$ cat config.mk
export PLATFORM = sky130hd
export DESIGN_NAME = mul_div_unit_flat
export DESIGN_NICKNAME = d
export VERILOG_FILES = /design/src/rtl/mul_div_unit_if.sv /design/src/rtl/mul_div_unit.sv /design/src/flat_wrapper.sv
export SDC_FILE = /design/constraint.sdc
export NUM_CORES = 1
export LEC_CHECK = 0
export CORE_MARGIN = 10
export CORE_UTILIZATION = 45
export CTS_CLUSTER_SIZE = 16
export DETAILED_ROUTE_END_ITERATION = 8
export DONT_BUFFER_PORTS = 1
export PLACE_DENSITY_LB_ADDON = 0.2
export SYNTH_ARGS = -nofsm -noshare
export SYNTH_HDL_FRONTEND = slang
export SYNTH_SLANG_ARGS = --single-unit
$ cat constraint.sdc
create_clock -name clk_i -period 3.4 [get_ports clk_i]
set_input_delay 0.51 -clock clk_i [delete_from_list [all_inputs] [get_ports clk_i]]
set_output_delay 0.51 -clock clk_i [all_outputs]
set_load 0.05 [all_outputs]
$ cat src/rtl/mul_div_unit_if.sv
`default_nettype none
// +----------------------------------------------------------------------------+
// | Module      : mul_div_unit_if                                              |
// | Description : Launch/result bundle between the EX stage and the iterative |
// |               multiply/divide unit.                                        |
// | Revision    : 1.0 - initial release                                        |
// +----------------------------------------------------------------------------+
interface mul_div_unit_if #(
  parameter int WIDTH = 32
);
  logic             start_i;
  logic [1:0]       op_i;
  logic [WIDTH-1:0] src1_i;
  logic [WIDTH-1:0] src2_i;
  logic             busy_o;
  logic             done_o;
  logic [WIDTH-1:0] hi_o;
  logic [WIDTH-1:0] lo_o;

  // EX-stage side: issues operations, observes stall and results
  modport master (
    output start_i, op_i, src1_i, src2_i,
    input  busy_o, done_o, hi_o, lo_o
  );

  // Unit side
  modport slave (
    input  start_i, op_i, src1_i, src2_i,
    output busy_o, done_o, hi_o, lo_o
  );
endinterface
`default_nettype wire

$ cat src/rtl/mul_div_unit.sv
`default_nettype none
// +----------------------------------------------------------------------------+
// | Module      : mul_div_unit                                                 |
// | Description : Iterative one-bit-per-cycle multiply (shift-add) and divide |
// |               (restoring) unit writing HI/LO. Op codes: 00 MULTU, 01 MULT,|
// |               10 DIVU, 11 DIV. Signed ops are built only when the macro   |
// |               MDU_SIGNED_EN is defined; otherwise op_i[0] is ignored.     |
// | Revision    : 1.0 - initial release                                        |
// +----------------------------------------------------------------------------+
module mul_div_unit #(
  parameter int WIDTH = 32
) (
  input  logic          clk_i,
  input  logic          rst_i,
  mul_div_unit_if.slave bus
);
  localparam int CNT_W = $clog2(WIDTH + 1);

  localparam logic [1:0] S_IDLE = 2'd0;
  localparam logic [1:0] S_CALC = 2'd1;
  localparam logic [1:0] S_DONE = 2'd2;

  logic [1:0]       state_q, state_d;
  logic [CNT_W-1:0] cnt_q, cnt_d;
  logic             is_div_q, is_div_d;
  logic [WIDTH-1:0] opa_q, opa_d;        // multiplicand or divisor magnitude
  logic [WIDTH-1:0] acc_hi_q, acc_hi_d;  // partial product high / partial remainder
  logic [WIDTH-1:0] acc_lo_q, acc_lo_d;  // multiplier bits / dividend-then-quotient
  logic [WIDTH-1:0] hi_q, hi_d;
  logic [WIDTH-1:0] lo_q, lo_d;
  logic             busy_q;
  logic             done_q;

  logic [WIDTH-1:0] mag1_w, mag2_w;
  logic [WIDTH:0]   mul_sum_w;
  logic [WIDTH:0]   div_shift_w;
  logic             div_ge_w;
  logic [WIDTH-1:0] div_rem_w;
  logic [WIDTH-1:0] res_hi_w, res_lo_w;

`ifdef MDU_SIGNED_EN
  logic             sgn1_w, sgn2_w;
  logic             neg_res_q;   // negate product or quotient at commit
  logic             neg_rem_q;   // negate remainder at commit (dividend sign)
  logic [2*WIDTH-1:0] prod_w;

  // Convert signed operands to magnitudes at launch
  always_comb begin
    sgn1_w = bus.op_i[0] & bus.src1_i[WIDTH-1];
    sgn2_w = bus.op_i[0] & bus.src2_i[WIDTH-1];
    mag1_w = sgn1_w ? -bus.src1_i : bus.src1_i;
    mag2_w = sgn2_w ? -bus.src2_i : bus.src2_i;
  end

  // Capture the sign fixups at launch; a zero divisor suppresses quotient fixup
  always_ff @(posedge clk_i) begin
    if (rst_i) begin
      neg_res_q <= 1'b0;
      neg_rem_q <= 1'b0;
    end else if (state_q == S_IDLE && bus.start_i) begin
      neg_res_q <= (sgn1_w ^ sgn2_w) & ~(bus.op_i[1] & (bus.src2_i == '0));
      neg_rem_q <= sgn1_w;
    end
  end

  // Apply sign fixups to the magnitude result
  always_comb begin
    prod_w   = {acc_hi_q, acc_lo_q};
    res_hi_w = acc_hi_q;
    res_lo_w = acc_lo_q;
    if (is_div_q) begin
      if (neg_res_q) res_lo_w = -acc_lo_q;
      if (neg_rem_q) res_hi_w = -acc_hi_q;
    end else if (neg_res_q) begin
      {res_hi_w, res_lo_w} = -prod_w;
    end
  end
`else
  logic unused_op0_w;
  assign unused_op0_w = bus.op_i[0];

  // Unsigned-only build: operands and results pass straight through
  always_comb begin
    mag1_w   = bus.src1_i;
    mag2_w   = bus.src2_i;
    res_hi_w = acc_hi_q;
    res_lo_w = acc_lo_q;
  end
`endif

  // One iteration of shift-add multiply and of restoring divide
  always_comb begin
    mul_sum_w   = {1'b0, acc_hi_q} + {1'b0, (acc_lo_q[0] ? opa_q : '0)};
    div_shift_w = {acc_hi_q, acc_lo_q[WIDTH-1]};
    div_ge_w    = div_shift_w >= {1'b0, opa_q};
    div_rem_w   = div_ge_w ? (div_shift_w[WIDTH-1:0] - opa_q) : div_shift_w[WIDTH-1:0];
  end

  // Sequencer next state: launch, iterate WIDTH times, commit
  always_comb begin
    state_d  = state_q;
    cnt_d    = cnt_q;
    is_div_d = is_div_q;
    opa_d    = opa_q;
    acc_hi_d = acc_hi_q;
    acc_lo_d = acc_lo_q;
    hi_d     = hi_q;
    lo_d     = lo_q;
    case (state_q)
      S_IDLE: begin
        if (bus.start_i) begin
          state_d  = S_CALC;
          cnt_d    = CNT_W'(WIDTH);
          is_div_d = bus.op_i[1];
          acc_hi_d = '0;
          if (bus.op_i[1]) begin
            opa_d    = mag2_w;
            acc_lo_d = mag1_w;
          end else begin
            opa_d    = mag1_w;
            acc_lo_d = mag2_w;
          end
        end
      end
      S_CALC: begin
        cnt_d = cnt_q - CNT_W'(1);
        if (is_div_q) begin
          acc_hi_d = div_rem_w;
          acc_lo_d = {acc_lo_q[WIDTH-2:0], div_ge_w};
        end else begin
          {acc_hi_d, acc_lo_d} = {mul_sum_w, acc_lo_q[WIDTH-1:1]};
        end
        if (cnt_q == CNT_W'(1)) state_d = S_DONE;
      end
      S_DONE: begin
        hi_d    = res_hi_w;
        lo_d    = res_lo_w;
        state_d = S_IDLE;
      end
      default: state_d = S_IDLE;
    endcase
  end

  // State registers; busy/done are registered views of the sequencer
  always_ff @(posedge clk_i) begin
    if (rst_i) begin
      state_q  <= S_IDLE;
      cnt_q    <= '0;
      is_div_q <= 1'b0;
      opa_q    <= '0;
      acc_hi_q <= '0;
      acc_lo_q <= '0;
      hi_q     <= '0;
      lo_q     <= '0;
      busy_q   <= 1'b0;
      done_q   <= 1'b0;
    end else begin
      state_q  <= state_d;
      cnt_q    <= cnt_d;
      is_div_q <= is_div_d;
      opa_q    <= opa_d;
      acc_hi_q <= acc_hi_d;
      acc_lo_q <= acc_lo_d;
      hi_q     <= hi_d;
      lo_q     <= lo_d;
      busy_q   <= (state_q == S_CALC);
      done_q   <= (state_q == S_DONE);
    end
  end

  assign bus.busy_o = busy_q;
  assign bus.done_o = done_q;
  assign bus.hi_o   = hi_q;
  assign bus.lo_o   = lo_q;
endmodule
`default_nettype wire

$ cat src/flat_wrapper.sv
// flat-port wrapper written by rule: the top's interface ports become plain ports
module mul_div_unit_flat 
#(
  parameter int WIDTH = 32
)
  (clk_i, rst_i, bus_start_i, bus_op_i, bus_src1_i, bus_src2_i, bus_busy_o, bus_done_o, bus_hi_o, bus_lo_o);
  mul_div_unit_if #(.WIDTH(WIDTH)) bus_i ();
  input  logic clk_i;
  input  logic rst_i;
  input wire logic [$bits(bus_i.start_i)-1:0] bus_start_i;
  input wire logic [$bits(bus_i.op_i)-1:0] bus_op_i;
  input wire logic [$bits(bus_i.src1_i)-1:0] bus_src1_i;
  input wire logic [$bits(bus_i.src2_i)-1:0] bus_src2_i;
  output wire logic [$bits(bus_i.busy_o)-1:0] bus_busy_o;
  output wire logic [$bits(bus_i.done_o)-1:0] bus_done_o;
  output wire logic [$bits(bus_i.hi_o)-1:0] bus_hi_o;
  output wire logic [$bits(bus_i.lo_o)-1:0] bus_lo_o;
  assign bus_i.start_i = bus_start_i;
  assign bus_i.op_i = bus_op_i;
  assign bus_i.src1_i = bus_src1_i;
  assign bus_i.src2_i = bus_src2_i;
  assign bus_busy_o = bus_i.busy_o;
  assign bus_done_o = bus_i.done_o;
  assign bus_hi_o = bus_i.hi_o;
  assign bus_lo_o = bus_i.lo_o;
  mul_div_unit #(.WIDTH(WIDTH)) u_core (.clk_i(clk_i), .rst_i(rst_i), .bus(bus_i));
endmodule
[Yosys cells after proc, flatten, opt, wreduce, memory -nomap -nowiden]
Index checks and enable logic that the tools add are counted.
Word-level totals
  output and inout bits: 66
  word-level logic and storage cells: 39
  register bits: 171
Operators by class
  mux-type cells: 15
  $add $sub $neg: 3
  equality and inequality tests: 5
  reduce and logical (&&, ||, !) cells: 5
  order comparisons: 1
Operators by type and width (number)
  $mux 32: 8
  $pmux 32 s2: 2
  $add 32x32->33: 1
  $ge 33x32->1: 1
  $sub 32x32->32: 1
  $pmux 6 s2: 1
  $eq 6x1->1 const B: 1
  $mux 6: 1
  $reduce_and 2->1: 3
  $sub 6x1->6 const B: 1
  $mux 2: 2
  $pmux 2 s2: 1
  $eq 2x1->1 const B: 1
  $eq 2x2->1 const B: 1
  $logic_not 2->1: 1
  $ne 2x1->1 const B: 1
  $ne 2x2->1 const B: 1
  $reduce_bool 2->1: 1

[Depth between registers and ports, before layout]
Gate-level depths: netlist of the first run.
  word-level depth: 4
  depth in mapped cells: 14

[Least setup slack after synthesis of the first run]
Ideal clock, no wire load.
  path type: register to register
  from: reg u_core.acc_lo_q[0]
  to: reg u_core.acc_hi_q[30]
  required time: 3.297 ns
  library setup time: 0.103 ns
  cell stages (with the launch flop): 13
  data arrival time: 2.771 ns
  path buffers: 1
  path slack: 0.526 ns
  path through: dfxtp_1 > clkbuf_1 > and2_1 > ha_1 > a211oi_1 > o211ai_1 > a221oi_1 > o31a_1 > o221a_4 > nor3_2 > nor3_1 > xor2_1 > a2111oi_2
On the way
  longest elaborated chain between the ends: 4
RTL lines
  start: declaration: line mul_div_unit.sv:28  | logic [WIDTH-1:0] acc_lo_q, acc_lo_d;
  start signal: assignment: line mul_div_unit.sv:163  | acc_lo_q <= acc_lo_d;
  $mux 32: line mul_div_unit.sv:93  | mul_sum_w = {1'b0, acc_hi_q} + {1'b0, (acc_lo_q[0] ? opa_q : '0)};
  $add 32x32->33: line mul_div_unit.sv:93
  $mux 32: line mul_div_unit.sv:127  | if (is_div_q) begin
  $pmux 32 s2: line mul_div_unit.sv:109  | case (state_q)
  end signal: assignment: line mul_div_unit.sv:162  | acc_hi_q <= acc_hi_d;
  end: declaration: line mul_div_unit.sv:27  | logic [WIDTH-1:0] acc_hi_q, acc_hi_d;
No other way between the ends.
A chain may end at the register's enable or synchronous reset.

[Worst setup path in the final report of the first run]
  from: reg u_core.acc_lo_q[0]
  to: reg u_core.acc_hi_q[29]
The elaborated chain is that of the path after synthesis.

==> results_dict.tcl, run 1 <==
set metrics [dict create \
    outcome "complete, no violations" \
    io_pins 135 \
    dieWidth_um 178 \
    drc 0 \
    worst-path-max-fanout 11 \
    grt_max_degree 146 \
    ff_latch_area_mm2 0.00343 \
    min_path_type "primary input to flop" \
    postRouteAntennaNets 0 \
    worst_pin_slew_ns 0.797 \
    grt_pass1_wl_um 53800 \
    skew_ns 0.00997 \
    max_stage_delay_ns 0.41 \
    cpMostUsedCell "buf_4" \
    first_global_vias 9872 \
    gp_congestion 0.954 \
    cts_num_sinks 171 \
    worstSkewPairLatency_ns 0.45 \
    peakVddDrop_mv 0.321 \
    fmax_mhz 312 \
    die_y_um 178 \
    drt_iter0_drc 711 \
    numCtsBuffers 17 \
    nets 1523 \
    finalCritPeriodShare_pct 94.3 \
    avgSynthCellArea_um2 7.91 \
    worstReg2RegStart "u_core.acc_lo_q[0]" \
    n_antenna_cell 0 \
    ys_types 81 \
    timing_worst_setup_path_type "flop to flop" \
    worstReg2RegEnd "u_core.acc_hi_q[29]" \
    start_util_pct 46.0 \
    synth-seq-cells 171 \
    final_cell_mix "nand2_1 (181), dfxtp_1 (169), a21oi_1 (165), nor2_1 (133), mux2i_1 (106)" \
    dp.final_hpwl_um 25800 \
    synthArstFlopShare_pct 0 \
    drt-wirelength-per-cell_um 19.8 \
    setup_viol 0 \
    areaGrowthSynthToFinish_pct 7.99 \
    max_cap_viol_count 0 \
    netlist.top_cell.by_area "dfxtp_1" \
    endpoint_kind "flop" \
    yosys-top-cells-area "dfxtp_1 (30%), mux2i_1 (9.4%), a21oi_1 (7.4%)" \
    grt_use_total_pct 21.1 \
    placementRows 57 \
    r2r_slack_ns 0.19 \
    syn_inst 1428 \
    startpoint_type "flop" \
    syn-cell-area_mm2 0.0113 \
    final_util_pct 49.7 \
    htree_levels 4 \
    core_mm2 0.0245 \
    synthesis.nets 1565 \
    via_count 10200 \
    dieArea_mm2 0.0318 \
    rr_worst_depth 13 \
    ys_seq_area_share_pct 30.3 \
    cts_tree "yes" \
    multi_input_area_mm2 0.00727 \
    path_clk_slew_ns 0.08 \
    min_path_cells 1 \
    grt_overflow 0 \
    dp_slack_ns 0.168 \
    hold_start "rst_i" \
    clock_path_buffers 2 \
    hold_violations 0 \
    leakage_nw 4.87 \
    relSlewSlack_pct 46.8 \
    synth_top_area_share_pct 30.3 \
    worstPathArrival_ns 3.55 \
    cpMaxStageDelayCell "a311oi_2" \
    period_minus_slack_ns 3.21 \
    synth_edf_count 0 \
    drt-vias-per-instance 5.92 \
    antenna_found_initial 0 \
    yosys_warnings 0 \
    slew_violations 0 \
    wirelength_um 34100 \
    holdBufCountCts 0 \
    min_to "u_core.bus.hi_o[0]" \
    setup_slack_ns 0.193 \
    final_common_cell "nand2_1" \
    cp_data_required_time_ns 3.74 \
    synth_flop_cell "dfxtp_1" \
    p_per_area_mw_per_mm2 432 \
    worstPathCellList "buf_4, and2_1, ha_1, a21oi_2, nand2_1, a211o_1, o21ai_0, buf_4, nand3b_1, a311oi_2, xnor2_1, a211oi_1, a2111oi_2" \
    fillers 2510 \
    drive_gt1_share_pct 7.79 \
    portBuffers 0 \
    cts-root-buf "clkbuf_16" \
    firstDrtPassIters 5 \
]
how the worst max path moves through the flow:
stage / startpoint / end / slack (ns) / cells after the start
2_1_floorplan: u_core.acc_lo_q[0] / u_core.acc_hi_q[30] / 0.53 / 12
3_3_place_gp: u_core.acc_lo_q[0] / u_core.acc_hi_q[29] / 0.25 / 13
3_5_place_dp: u_core.acc_lo_q[0] / u_core.acc_hi_q[29] / 0.17 / 11
4_1_cts: u_core.acc_lo_q[0] / u_core.acc_hi_q[29] / 0.13 / 11
5_1_grt: u_core.acc_lo_q[0] / u_core.acc_hi_q[30] / -0.01 / 12
6_report: u_core.acc_lo_q[0] / u_core.acc_hi_q[29] / 0.19 / 13
layout make-up:
cell class / instances / area share (%)
flip-flops and latches: 171 / 28.1
inverters: 50 / 1.54
multi-input cells: 1107 / 59.7
well taps: 324 / 3.33
repair buffers: 39 / 2.50
clock buffers: 17 / 3.49
clock inverters: 15 / 1.38
cells in the mapped netlist (all sizes together), types with 3 or more instances:
cell / instances
nand2: 181
dfxtp: 171
a21oi: 167
nor2: 134
mux2i: 106
clkbuf: 70
ha: 66
a211oi: 59
o21ai: 58
inv: 50
and2: 38
xnor2: 33
buf: 30
o22ai: 27
a21o: 21
a22oi: 21
xor2: 21
nand4: 17
nor3: 17
nor2b: 13
nand3: 12
a31oi: 10
o211ai: 10
o21a: 10
and3: 8
a221oi: 5
nand2b: 5
o21bai: 5
a2111oi: 4
a311oi: 4
a31o: 4
o221ai: 4
a211o: 3
a21boi: 3
a221o: 3
a222oi: 3
a41oi: 3
o31ai: 3
logic make-up (layout without fill, tap and decap cells):
| family | count (synthesis) | in the layout | share of synthesized area (%) |
|---|---|---|---|
| XOR/XNOR | 54 | 54 | 4.19 |
| buffers and inverters | 150 | 121 | 5.59 |
| AO/OA/AOI/OAI | 441 | 441 | 25.4 |
| flip-flops | 171 | 171 | 30.3 |
| AND/OR/NAND/NOR | 438 | 438 | 17.4 |
| multiplexers | 106 | 106 | 9.40 |
| adder cells (fa/ha/maj) | 68 | 68 | 7.67 |
registers in the layout, indices dropped and copies added, names as in the netlist:
register,flops
u_core.bus.lo_o,32
u_core.bus.busy_o,1
u_core.acc_hi_q,32
u_core.is_div_q,1
u_core.opa_q,32
u_core.bus.hi_o,32
u_core.bus.done_o,1
u_core.state_q,2
u_core.cnt_q,6
u_core.acc_lo_q,32
per-layer routing:
metal  GRT usage, %  up-vias  part of all wire [%]
met3           4.31       38                   6.0
met4           6.61        0                   2.1
met1           26.5     4837                    44
met5              0        -                     0
li1               -     5045                     -
met2           35.6      273                    48
stage by stage:
step	power [W]	instance area, um^2	instances	TNS, ns	hold WS [ns]
finish	0.00526	12200	1723	0	0.140
detailed placement	0.00331	11600	1689	0	0.474
global placement	0.00330	11600	1689	0	0.461
global route	0.00551	12200	1723	-0.00990	0.134
floorplan	0.00308	11300	1428	0	0.456
CTS	0.00530	12200	1721	0	0.124
power breakdown:
part           internal (W)  total (W)  leakage [nW]  switching (W)
sequential          0.00209    0.00222          1.39       0.000125
combinational      0.000434    0.00105          3.19       0.000619
clock              0.000991    0.00199         0.292        0.00100
repair_timing:
| item | 4_1_cts | 5_1_grt |
|---|---|---|
| setup buffers | 0 | 2 |
| resized for setup | 0 | 5 |
| endpoints found under the setup margin | 0 | 5 |
critical path: cells and delay by family (launching register included):
family	cells	cell delay [ns]
AND/OR/NAND/NOR	3	0.40
adder cells (fa/ha/maj)	1	0.37
AO/OA/AOI/OAI	6	1.48
flip-flops	1	0.35
buffers and inverters	2	0.32
XOR/XNOR	1	0.16
No activity file was read; power rests on OpenSTA's default activity.
==> run 2: changes to the inputs <==
--- a/config.mk
+++ b/config.mk
@@ -10,7 +10,7 @@
 export CTS_CLUSTER_SIZE = 16
 export DETAILED_ROUTE_END_ITERATION = 8
 export DONT_BUFFER_PORTS = 1
-export PLACE_DENSITY_LB_ADDON = 0.2
+export PLACE_DENSITY = 0.69
 export SYNTH_ARGS = -nofsm -noshare
 export SYNTH_HDL_FRONTEND = slang
 export SYNTH_SLANG_ARGS = --single-unit
==> results_dict.tcl, run 2 (synthesized netlist as in run 1, its figures left out) <==
set metrics [dict create \
    outcome "complete, no violations" \
    worst-path-max-fanout 11 \
    drive_gt1_share_pct 7.60 \
    nets 1519 \
    grt_use_total_pct 20.7 \
    max_cap_viol_count 0 \
    grt_max_degree 146 \
    n_antenna_cell 0 \
    startpoint "u_core.acc_lo_q[0]" \
    cts-root-buf "clkbuf_16" \
    drt-wirelength-per-cell_um 19.6 \
    final_cell_mix "nand2_1 (181), dfxtp_1 (170), a21oi_1 (167), nor2_1 (133), mux2i_1 (106)" \
    ff_latch_area_mm2 0.00342 \
    grt_setup_unrepaired "no" \
    dp.final_hpwl_um 25200 \
    htree_levels 4 \
    io_pins 135 \
    period_minus_slack_ns 3.26 \
    firstDrtPassIters 5 \
    start_util_pct 46.0 \
    final_cell_area_mm2 0.0122 \
    worstReg2RegStart "u_core.acc_lo_q[0]" \
    antenna_found_initial 1 \
    min_path_type "primary input to flop" \
    worst_pin_slew_ns 0.726 \
    relSlewSlack_pct 51.5 \
    holdBufCountCts 0 \
    grt_pass1_wl_um 53100 \
    postRouteAntennaNets 0 \
    tns_ns 0 \
    via_count 10200 \
    startpoint_type "flop" \
    first_global_vias 9944 \
    skew_ns 0.0130 \
    fmax_mhz 307 \
    gp_congestion 0.948 \
    cts_tree "yes" \
    hold_violations 0 \
    core_mm2 0.0245 \
    grt_overflow 0 \
    cp_data_required_time_ns 3.71 \
    fillers 2438 \
    p_per_area_mw_per_mm2 431 \
    timing_worst_setup_path_type "flop to flop" \
    areaGrowthSynthToFinish_pct 7.99 \
    worstPathArrival_ns 3.57 \
    hold_start "rst_i" \
    path_clk_slew_ns 0.08 \
    drc 0 \
    clock_path_buffers 2 \
    cts_num_sinks 171 \
    dieWidth_um 178 \
    setup_viol 0 \
    drt_iter0_drc 826 \
    final_common_cell "nand2_1" \
    hold_slack_ns 0.168 \
    portBuffers 0 \
    peakVddDrop_mv 0.258 \
    slew_violations 0 \
    worstSkewPairLatency_ns 0.43 \
    place_area_mm2 0.0116 \
    finalCritPeriodShare_pct 95.8 \
    drt-vias-per-instance 5.94 \
    numCtsBuffers 17 \
    wirelength_um 33800 \
    leakage_nw 4.86 \
    dieArea_mm2 0.0318 \
    multi_input_area_mm2 0.00729 \
    placementRows 57 \
    die_y_um 178 \
    endpoint_kind "flop" \
]
[run 2: worst max-delay path, cell delays in order (launching register included)]
cell and delay [ns]:
dfxtp_1 0.32, buf_4 0.17, buf_4 0.16, and2_1 0.13, ha_1 0.36, a211oi_2 0.29
o211ai_1 0.18, a221oi_2 0.31, o31a_1 0.30, o221a_4 0.25, o21ai_0 0.11, xor2_1 0.16
a222oi_1 0.31, nand2_1 0.08
[run 2: worst paths after layout]
path,endpoint,slack [ns],cells past startpoint
worst max-delay path,u_core.acc_hi_q[26],0.14,13
worst min-delay path,u_core.opa_q[2],0.17,1
worst max register to register,u_core.acc_hi_q[26],0.14,13
worst min register to register,u_core.cnt_q[5],0.49,1
[run 2: timing repair]
item | 4_1_cts | 5_1_grt
gates resized for setup | 0 | 9
endpoints found under the hold margin | 0 | 0
setup endpoints to repair | 0 | 5
setup buffers | 0 | 1
[run 2: final cells by class]
class | instances | area share, %
well taps | 324 | 3.33
clock buffers | 18 | 3.52
inverters | 50 | 1.54
multi-input cells | 1107 | 59.8
flip-flops and latches | 171 | 28.1
clock inverters | 14 | 1.35
repair buffers | 35 | 2.36
[run 2: power by group]
group          leakage (nW)  total [W]  switching (W)  internal (W)
sequential             1.39    0.00222       0.000130       0.00209
combinational          3.18    0.00105       0.000614      0.000431
clock                 0.290    0.00199       0.000993      0.000996
[run 2: through the flow]
stage | instances | setup WS, ns | power [W] | util (%)
final | 1719 | 0.143 | 0.00526 | 49.7
after global routing | 1719 | 0.00470 | 0.00550 | 49.7
after CTS | 1718 | 0.0317 | 0.00528 | 49.5
after detailed placement | 1686 | 0.0817 | 0.00330 | 47.1
after global placement | 1686 | 0.145 | 0.00328 | 47.1
after floorplan | 1428 | 0.526 | 0.00308 | -
[run 2: layer usage]
metal / GRT usage [%] / up-vias / share of wire [%]
li1: - / 5035 / -
met3: 4.65 / 60 / 8.3
met2: 34.1 / 353 / 46
met4: 8.03 / 0 / 3.2
met1: 25.7 / 4761 / 42
met5: 0 / - / 0
